## src/rtl/rv32i_types.sv

```systemverilog
// Shared types for the branch-prediction training path.
// Pure declarations, no timing or storage.
// No handshakes here; consumers define their own flow control.
package rv32i_types;

    localparam int BR_PRED_IDX_W = 6;

    typedef enum logic {
        BR_NOT_TAKEN = 1'b0,
        BR_TAKEN     = 1'b1
    } br_pred_dir_t;

    typedef struct packed {
        logic [BR_PRED_IDX_W-1:0] idx;
        logic                     pred;
    } br_pred_entry_t;

    // A prediction is wrong when the stored direction disagrees with the resolved one.
    function automatic logic br_pred_miss(input logic pred, input logic taken);
        return pred != taken;
    endfunction

endpackage

```

## src/rtl/br_pred_fifo.sv

```systemverilog
// In-order synchronous FIFO of branch-prediction entries with flush.
// Read data is the head entry, combinational; state updates at the clock edge.
// Push ignored when full, pop ignored when empty; flush clears pointers and drops a same-cycle push.
module br_pred_fifo
    import rv32i_types::*;
#(
    parameter int DEPTH = 8,
    localparam int PTR_W = $clog2(DEPTH),
    localparam int CNT_W = PTR_W + 1
) (
    input  logic             clk,
    input  logic             rst,
    input  logic             flush,
    input  logic             push,
    input  br_pred_entry_t   push_dat,
    input  logic             pop,
    output br_pred_entry_t   pop_dat,
    output logic             full,
    output logic             empty,
    output logic [CNT_W-1:0] count
);

    logic [PTR_W-1:0] head_q, head_d;
    logic [PTR_W-1:0] tail_q, tail_d;
    logic [CNT_W-1:0] count_q, count_d;
    br_pred_entry_t   mem_q [DEPTH];

    logic do_push;
    logic do_pop;

    assign full    = (count_q == CNT_W'(DEPTH));
    assign empty   = (count_q == '0);
    assign count   = count_q;
    assign pop_dat = mem_q[head_q];
    assign do_push = push & ~full;
    assign do_pop  = pop & ~empty;

    // Next pointer/occupancy state; pointers wrap naturally since DEPTH is a power of two.
    always_comb begin
        head_d  = head_q;
        tail_d  = tail_q;
        count_d = count_q;
        if (do_push) begin
            tail_d = tail_q + 1'b1;
        end
        if (do_pop) begin
            head_d = head_q + 1'b1;
        end
        case ({do_push, do_pop})
            2'b10:   count_d = count_q + 1'b1;
            2'b01:   count_d = count_q - 1'b1;
            default: count_d = count_q;
        endcase
        if (flush) begin
            head_d  = '0;
            tail_d  = '0;
            count_d = '0;
        end
    end

    // Pointer and occupancy registers.
    always_ff @(posedge clk) begin
        if (rst) begin
            head_q  <= '0;
            tail_q  <= '0;
            count_q <= '0;
        end else begin
            head_q  <= head_d;
            tail_q  <= tail_d;
            count_q <= count_d;
        end
    end

    // Entry storage is deliberately not reset; a push in a flush cycle is discarded.
    always_ff @(posedge clk) begin
        if (do_push && !flush) begin
            mem_q[tail_q] <= push_dat;
        end
    end

endmodule

```

## src/rtl/br_pred_update_queue.sv

```systemverilog
// Tracks in-flight predictions and emits counter-table training updates at commit.
// Update/mispredict outputs are registered: they appear 1 cycle after the pop.
// fetch_ready drops when full, commit_ready drops when empty; optional BR_PRED_STATS_EN adds counters.
module br_pred_update_queue
    import rv32i_types::*;
#(
    parameter int DEPTH = 8,
    parameter int IDX_W = BR_PRED_IDX_W
) (
    input  logic                   clk,
    input  logic                   rst,
    input  logic                   flush,
    input  logic                   fetch_valid,
    output logic                   fetch_ready,
    input  logic [IDX_W-1:0]       fetch_idx,
    input  logic                   fetch_pred,
    input  logic                   commit_valid,
    output logic                   commit_ready,
    input  logic                   commit_taken,
    output logic                   upd_valid,
    output logic [IDX_W-1:0]       upd_idx,
    output logic                   upd_inc,
    output logic                   upd_dec,
    output logic                   mispredict,
    output logic [$clog2(DEPTH):0] count
`ifdef BR_PRED_STATS_EN
    ,
    output logic [31:0]            stat_commits,
    output logic [31:0]            stat_mispredicts
`endif
);

    // The entry struct is sized by the package width, so the index width must match it.
    if (IDX_W != BR_PRED_IDX_W) begin : g_idx_w_check
        $error("IDX_W must equal rv32i_types::BR_PRED_IDX_W");
    end

    br_pred_entry_t push_entry;
    br_pred_entry_t head_entry;
    logic           fifo_full;
    logic           fifo_empty;
    logic           pop_fire;
    logic           miss;
    br_pred_dir_t   resolved_dir;

    logic             upd_valid_q, upd_valid_d;
    logic [IDX_W-1:0] upd_idx_q,   upd_idx_d;
    logic             upd_inc_q,   upd_inc_d;
    logic             upd_dec_q,   upd_dec_d;
    logic             mispredict_q, mispredict_d;

    assign push_entry   = '{idx: fetch_idx, pred: fetch_pred};
    assign fetch_ready  = ~fifo_full;
    assign commit_ready = ~fifo_empty;
    assign pop_fire     = commit_valid & commit_ready;
    assign resolved_dir = br_pred_dir_t'(commit_taken);
    assign miss         = br_pred_miss(head_entry.pred, commit_taken);

    br_pred_fifo #(
        .DEPTH (DEPTH)
    ) u_fifo (
        .clk      (clk),
        .rst      (rst),
        .flush    (flush),
        .push     (fetch_valid),
        .push_dat (push_entry),
        .pop      (commit_valid),
        .pop_dat  (head_entry),
        .full     (fifo_full),
        .empty    (fifo_empty),
        .count    (count)
    );

    // Build the training update for the entry popped this cycle; all zero otherwise.
    always_comb begin
        upd_valid_d  = 1'b0;
        upd_idx_d    = '0;
        upd_inc_d    = 1'b0;
        upd_dec_d    = 1'b0;
        mispredict_d = 1'b0;
        if (pop_fire) begin
            upd_valid_d  = 1'b1;
            upd_idx_d    = head_entry.idx;
            upd_inc_d    = (resolved_dir == BR_TAKEN);
            upd_dec_d    = (resolved_dir == BR_NOT_TAKEN);
            mispredict_d = miss;
        end
    end

    // Registered update stage; reset also kills an update popped in the reset cycle.
    always_ff @(posedge clk) begin
        if (rst) begin
            upd_valid_q  <= 1'b0;
            upd_idx_q    <= '0;
            upd_inc_q    <= 1'b0;
            upd_dec_q    <= 1'b0;
            mispredict_q <= 1'b0;
        end else begin
            upd_valid_q  <= upd_valid_d;
            upd_idx_q    <= upd_idx_d;
            upd_inc_q    <= upd_inc_d;
            upd_dec_q    <= upd_dec_d;
            mispredict_q <= mispredict_d;
        end
    end

    assign upd_valid  = upd_valid_q;
    assign upd_idx    = upd_idx_q;
    assign upd_inc    = upd_inc_q;
    assign upd_dec    = upd_dec_q;
    assign mispredict = mispredict_q;

`ifdef BR_PRED_STATS_EN
    logic [31:0] stat_commits_q, stat_commits_d;
    logic [31:0] stat_mispredicts_q, stat_mispredicts_d;

    // Lifetime commit/mispredict tallies; flush leaves them alone, they wrap at 2^32.
    always_comb begin
        stat_commits_d     = stat_commits_q;
        stat_mispredicts_d = stat_mispredicts_q;
        if (pop_fire) begin
            stat_commits_d = stat_commits_q + 32'd1;
            if (miss) begin
                stat_mispredicts_d = stat_mispredicts_q + 32'd1;
            end
        end
    end

    // Statistics registers.
    always_ff @(posedge clk) begin
        if (rst) begin
            stat_commits_q     <= '0;
            stat_mispredicts_q <= '0;
        end else begin
            stat_commits_q     <= stat_commits_d;
            stat_mispredicts_q <= stat_mispredicts_d;
        end
    end

    assign stat_commits     = stat_commits_q;
    assign stat_mispredicts = stat_mispredicts_q;
`endif

endmodule

```

## config.mk

```make
export PLATFORM = sky130hd
export DESIGN_NAME = br_pred_update_queue
export DESIGN_NICKNAME = d
export VERILOG_FILES = /design/src/rtl/rv32i_types.sv /design/src/rtl/br_pred_fifo.sv /design/src/rtl/br_pred_update_queue.sv
export SDC_FILE = /design/constraint.sdc
export NUM_CORES = 1
export LEC_CHECK = 0
export ABC_AREA = 1
export CAP_MARGIN = 20
export CORE_MARGIN = 2
export CORE_UTILIZATION = 40
export DETAILED_ROUTE_END_ITERATION = 12
export GPL_ROUTABILITY_DRIVEN = 0
export PLACE_DENSITY = 0.56
export SLEW_MARGIN = 20
export SYNTH_ARGS = -nofsm -noshare
export SYNTH_HDL_FRONTEND = slang
export SYNTH_SLANG_ARGS = --single-unit
```

## constraint.sdc

```tcl
create_clock -name clk -period 2.3 [get_ports clk]
set_input_delay 0.46 -clock clk [delete_from_list [all_inputs] [get_ports clk]]
set_output_delay 0.46 -clock clk [all_outputs]
set_load 0.02 [all_outputs]
```

==> results of run 1 <==
## power by group through the flow
stage | registers, mW | clock network, mW | logic, mW
floorplan | 1.60 | 0 | 0.114
global placement | 1.59 | 0 | 0.208
detailed placement | 1.59 | 0 | 0.210
CTS | 1.56 | 1.02 | 0.211
global route | 1.56 | 1.08 | 0.235
finish | 1.56 | 0.992 | 0.209
## metal layers
layer,vias to the layer above,wire length [um]
li1,1061,-
met2,46,2720
met5,-,0
met4,0,140
met3,10,243
met1,961,3170
## cells by family after synthesis
logic type,synth area share
AO/OA/AOI/OAI,0.103
AND/OR/NAND/NOR,0.142
flip-flops,0.685
buffers and inverters,0.0480
XOR/XNOR,0.00560
adder cells (fa/ha/maj),0.0160
## registers in the layout, summed over array words and instances, names as in the netlist, named ones only
| register | flops |
|---|---|
| u_fifo.mem_q | 56 |
| upd_idx | 6 |
| u_fifo.count | 4 |
| u_fifo.head_q | 3 |
| u_fifo.tail_q | 3 |
| mispredict | 1 |
| upd_dec | 1 |
| upd_inc | 1 |
| upd_valid | 1 |
## worst register-to-register path: cells and delay by family (launching register included)
family / cells / cell delay, ns
DFF: 1 / 0.36
adders and majority gates: 2 / 0.42
and+or+nand+nor: 6 / 0.65
xor gates and xnor gates: 1 / 0.21
buffers and inverters: 2 / 0.09
## cells in the mapped netlist (all sizes together)
cell	instances	share of area
clkbuf	2	0.0024
xor2	2	0.0056
dfxtp	23	0.15
nor2	71	0.091
ha	4	0.016
o32ai	6	0.017
nor3	5	0.0080
nand3	11	0.018
inv	21	0.025
buf	8	0.020
edfxtp	56	0.54
a21oi	11	0.019
o21ai	39	0.062
nand2	20	0.026
o211ai	2	0.0048
## how the worst max path moves through the flow
stage          depth (start not counted)                 end            start
2_1_floorplan                          6  u_fifo.mem_q[0][0]  u_fifo.count[0]
3_3_place_gp                          11     u_fifo.count[2]      fetch_valid
3_5_place_dp                          11     u_fifo.count[2]      fetch_valid
4_1_cts                                3         fetch_ready  u_fifo.count[1]
5_1_grt                                3         fetch_ready  u_fifo.count[1]
6_report                               3         fetch_ready  u_fifo.count[1]
## per-stage QoR
step / area [sq um] / std cells / hold WS, ns / worst slack, ns / power [mW]
after floorplan: 3130 / 281 / 0.433 / 0.316 / 1.71
after global placement: 3580 / 416 / 0.449 / 0.254 / 1.80
after detailed placement: 3580 / 416 / 0.450 / 0.204 / 1.80
after CTS: 3760 / 431 / 0.471 / 0.263 / 2.79
after global routing: 3760 / 431 / 0.512 / 0.177 / 2.87
final: 3760 / 431 / 0.472 / 0.284 / 2.76
## area by class of cell
class	instances	area, sq um
clock inverter	4	46.3
inverter	21	78.8
timing repair buffer	43	393
multi-input combinational	171	835
fill	730	3880
tap	102	128
sequential	79	2140
clock buffer	11	141
==> flow_summary.json, run 1 <==
{
  "outcome": "finished clean",
  "synth_nets": 298,
  "cts-root-buf": "clkbuf_8",
  "fmax_mhz": 496,
  "met1_usage": 0.240,
  "p_int_mw": 2.15,
  "busiest_layer": "met1",
  "grt_pass1_wl_mm": 10.4,
  "core_area_sq_um": 7650,
  "area.growth.synth_to_final_pct": 20.4,
  "vias": 2078,
  "ys_seq_area_frac": 0.685,
  "crit_fanout": 5,
  "avgSynthCellArea_sq_um": 11.1,
  "min_period_over_period": 0.876,
  "peakVddDrop_v": 0.000331,
  "crit_path_top_delay_cell": "clkdlybuf4s50_1",
  "fp-row-count": 32,
  "die_h_um": 92.4,
  "swShare": 0.221,
  "synth.distinct_cells": 23,
  "drtPass1Iterations": 4,
  "layout_commonest_cell": "nor2_1",
  "initial_core_util": 0.409,
  "vias_per_cell": 4.82,
  "synth_cells": 281,
  "cts_resized": 0,
  "drtAntennaViolNets": 0,
  "path_delay_family": "buffers and inverters",
  "antenna_cells": 0,
  "route.detailed.drc": 0,
  "hold_start": "u_fifo.head_q[2]",
  "clk_pin_slew_ns": 0.07,
  "overflow": 0,
  "arrival_ns": 1.56,
  "worst_clock_skew_ns": 0.00816,
  "htree_num_levels": 3,
  "switching_power_mw": 0.610,
  "p_seq_frac": 0.565,
  "worstPathCellList": "nor2_2 > nand2_2 > clkdlybuf4s50_1",
  "drive_gt1_frac": 0.103,
  "mostFrequentLayoutCells": "nor2_1, edfxtp_1, o21ai_0, clkdlybuf4s50_1, dfxtp_1",
  "hold_viol": 0,
  "crit_type": "flip-flop to primary output",
  "wl_per_cell_um": 14.5,
  "tightest_slew_ns": 0.662,
  "holdBufCountCts": 0,
  "timing.rr.end": "u_fifo.count[2]",
  "dieArea_sq_um": 8540,
  "portBuffers": 28,
  "r2r_slack_ns": 0.48,
  "powerDensity_nw_per_um2": 733,
  "grt_pass1_vias": 2020,
  "setup_tns_ns": 0,
  "pwr-share-comb": 0.076,
  "slew_violations": 0,
  "setup_viol": 0,
  "gr-usage-all-layers": 0.164,
  "cts_setup_buffers": 0,
  "final_core_util": 0.492,
  "antenna_found_initial": 0,
  "clk_latency_ns": 0.34,
  "die_width_um": 92.4,
  "ys_warn_count": 0,
  "worstPathRequired_ns": 1.84,
  "end_kind": "primary output",
  "nets": 342,
  "hold-path-cell-count": 2,
  "p_clk_frac": 0.359,
  "leakage_nw": 1.36,
  "rsz0062_at_grt": "no",
  "cts.sinks": 79,
  "ys_ff_latch": 79,
  "syn-cell-area_sq_um": 3130,
  "grt_use_met2": 0.233,
  "io_pins": 29,
  "fin_crit_ns": 2.02,
  "dpl.hpwl_mm": 3.92,
  "start_kind": "flip-flop",
  "grt_start_max_net_pins": 29,
  "r2r_start": "u_fifo.count[0]",
  "grtUsageMet3": 0.0293,
  "slowest_delay_ns": 0.60,
  "reg2regPathDepth": 11,
  "relSlewSlack": 0.558,
  "cts_buffers": 9,
  "cts_tree": "yes",
  "wirelength_mm": 6.27,
  "drtIter0Drc": 135,
  "path_buf_inv": 1,
  "hp-class": "flip-flop to flip-flop",
  "clockBufferDepth": 2,
  "maxCapViolations": 0
}
Power figures use the tool's default switching activity.
==> inputs of run 2 (changes only) <==
CORE_MARGIN = default   (was 2)
==> flow_summary.json, run 2 (same netlist as run 1, synthesis figures left out) <==
{
  "portBuffers": 28,
  "cts-root-buf": "clkbuf_8",
  "hold_viol": 0,
  "setup_viol": 0,
  "antenna_found_initial": 0,
  "worst_clock_skew_ns": 0.00980,
  "fin_crit_ns": 2.04,
  "die_h_um": 90.4,
  "grt_start_max_net_pins": 29,
  "core_area_sq_um": 7410,
  "mostFrequentLayoutCells": "nor2_1, edfxtp_1, o21ai_0, clkdlybuf4s50_1, dfxtp_1",
  "clk_pin_slew_ns": 0.08,
  "fmax_mhz": 491,
  "r2r_start": "u_fifo.count[0]",
  "maxCapViolations": 0,
  "hp-class": "flip-flop to flip-flop",
  "peakVddDrop_v": 0.000336,
  "cts_buffers": 9,
  "grtUsageMet3": 0.0311,
  "tightest_slew_ns": 0.557,
  "vias": 2086,
  "wl_per_cell_um": 14.3,
  "htree_num_levels": 3,
  "vias_per_cell": 4.86,
  "grt_pass1_vias": 2013,
  "grt_pass1_wl_mm": 10.2,
  "relSlewSlack": 0.628,
  "largest_reg_flops": 56,
  "cts_tree": "yes",
  "rsz0062_at_grt": "no",
  "area.growth.synth_to_final_pct": 20.5,
  "timing.rr.end": "u_fifo.count[2]",
  "overflow": 0,
  "outcome": "finished clean",
  "leakage_nw": 1.37,
  "crit_path_top_delay_cell": "clkdlybuf4s50_1",
  "wirelength_mm": 6.15,
  "initial_core_util": 0.422,
  "busiest_layer": "met2",
  "gr-usage-all-layers": 0.167,
  "holdBufCountCts": 0,
  "nets": 343,
  "io_pins": 29,
  "drtPass1Iterations": 4,
  "hold_start": "u_fifo.head_q[0]",
  "cts_setup_buffers": 0,
  "setup_tns_ns": 0,
  "antenna_cells": 0,
  "holdPathEnd": "u_fifo.head_q[0]",
  "worstPathRequired_ns": 1.84,
  "drtAntennaViolNets": 0,
  "final_core_util": 0.509,
  "die_width_um": 90.4,
  "grt_use_met2": 0.254,
  "drive_gt1_frac": 0.106,
  "clockBufferDepth": 2,
  "r2r_slack_ns": 0.56,
  "start_kind": "flip-flop",
  "end_kind": "primary output",
  "slew_violations": 0,
  "drtIter0Drc": 107,
  "fp-row-count": 31,
  "cts_resized": 0,
  "min_period_over_period": 0.885,
  "hold-path-cell-count": 1,
  "dieArea_sq_um": 8170,
  "arrival_ns": 1.58,
  "dpl.hpwl_mm": 3.98,
  "cts.sinks": 79,
  "clk_latency_ns": 0.34,
  "worstPathCellList": "nor2_2 > nand2_2 > clkdlybuf4s50_1",
  "powerDensity_nw_per_um2": 734,
  "route.detailed.drc": 0,
  "met1_usage": 0.227,
  "crit_fanout": 5,
  "slowest_delay_ns": 0.60,
  "crit_type": "flip-flop to primary output",
  "layout_commonest_cell": "nor2_1",
  "reg2regPathDepth": 11,
  "regMostFlops": "u_fifo.mem_q"
}
## run 2: through the flow
step | hold WS, ns | std cells | area [sq um] | worst slack (ns) | power, mW
after floorplan | 0.433 | 281 | 3130 | 0.316 | 1.71
after global placement | 0.450 | 414 | 3580 | 0.230 | 1.80
after detailed placement | 0.463 | 414 | 3580 | 0.224 | 1.80
after CTS | 0.483 | 429 | 3770 | 0.260 | 2.79
after global routing | 0.506 | 429 | 3770 | 0.201 | 2.87
final | 0.488 | 429 | 3770 | 0.264 | 2.76
## run 2: power by group
group          switching, mW  leakage [nW]  internal [mW]  total (mW)
clock network          0.478        0.0928          0.520       0.998
logic                  0.121         0.582         0.0858       0.207
registers             0.0154         0.692           1.54        1.56
total                  0.614          1.37           2.15        2.76
## run 2: area by class of cell
cell class                      instances  area (sq um)
Tap cell                               99           124
Clock inverter                          4          46.3
Clock buffer                           11           141
Timing Repair Buffer                   44           400
Multi-Input combinational cell        171           835
Inverter                               21          78.8
Sequential cell                        79          2140
Fill cell                             677          3640
## run 2: critical path, delay by kind of cell, from the launching register on
family	cells	cell delay, ns
and+or+nand+nor	2	0.19
DFF	1	0.44
buffers and inverters	1	0.60
## run 2: how the worst max path moves through the flow
stage / startpoint / end / slack [ns]
after floorplan: u_fifo.count[0] / u_fifo.mem_q[0][0] / 0.32
after global placement: commit_valid / u_fifo.count[2] / 0.23
after detailed placement: commit_valid / u_fifo.count[2] / 0.22
after CTS: u_fifo.count[1] / fetch_ready / 0.26
after global routing: u_fifo.count[1] / fetch_ready / 0.20
final: u_fifo.count[1] / fetch_ready / 0.26
## run 2: per-layer routing
layer | routed length (um) | vias up
li1 | - | 1059
met1 | 2950 | 991
met2 | 2900 | 27
met3 | 169 | 9
met4 | 129 | 0
met5 | 0 | -
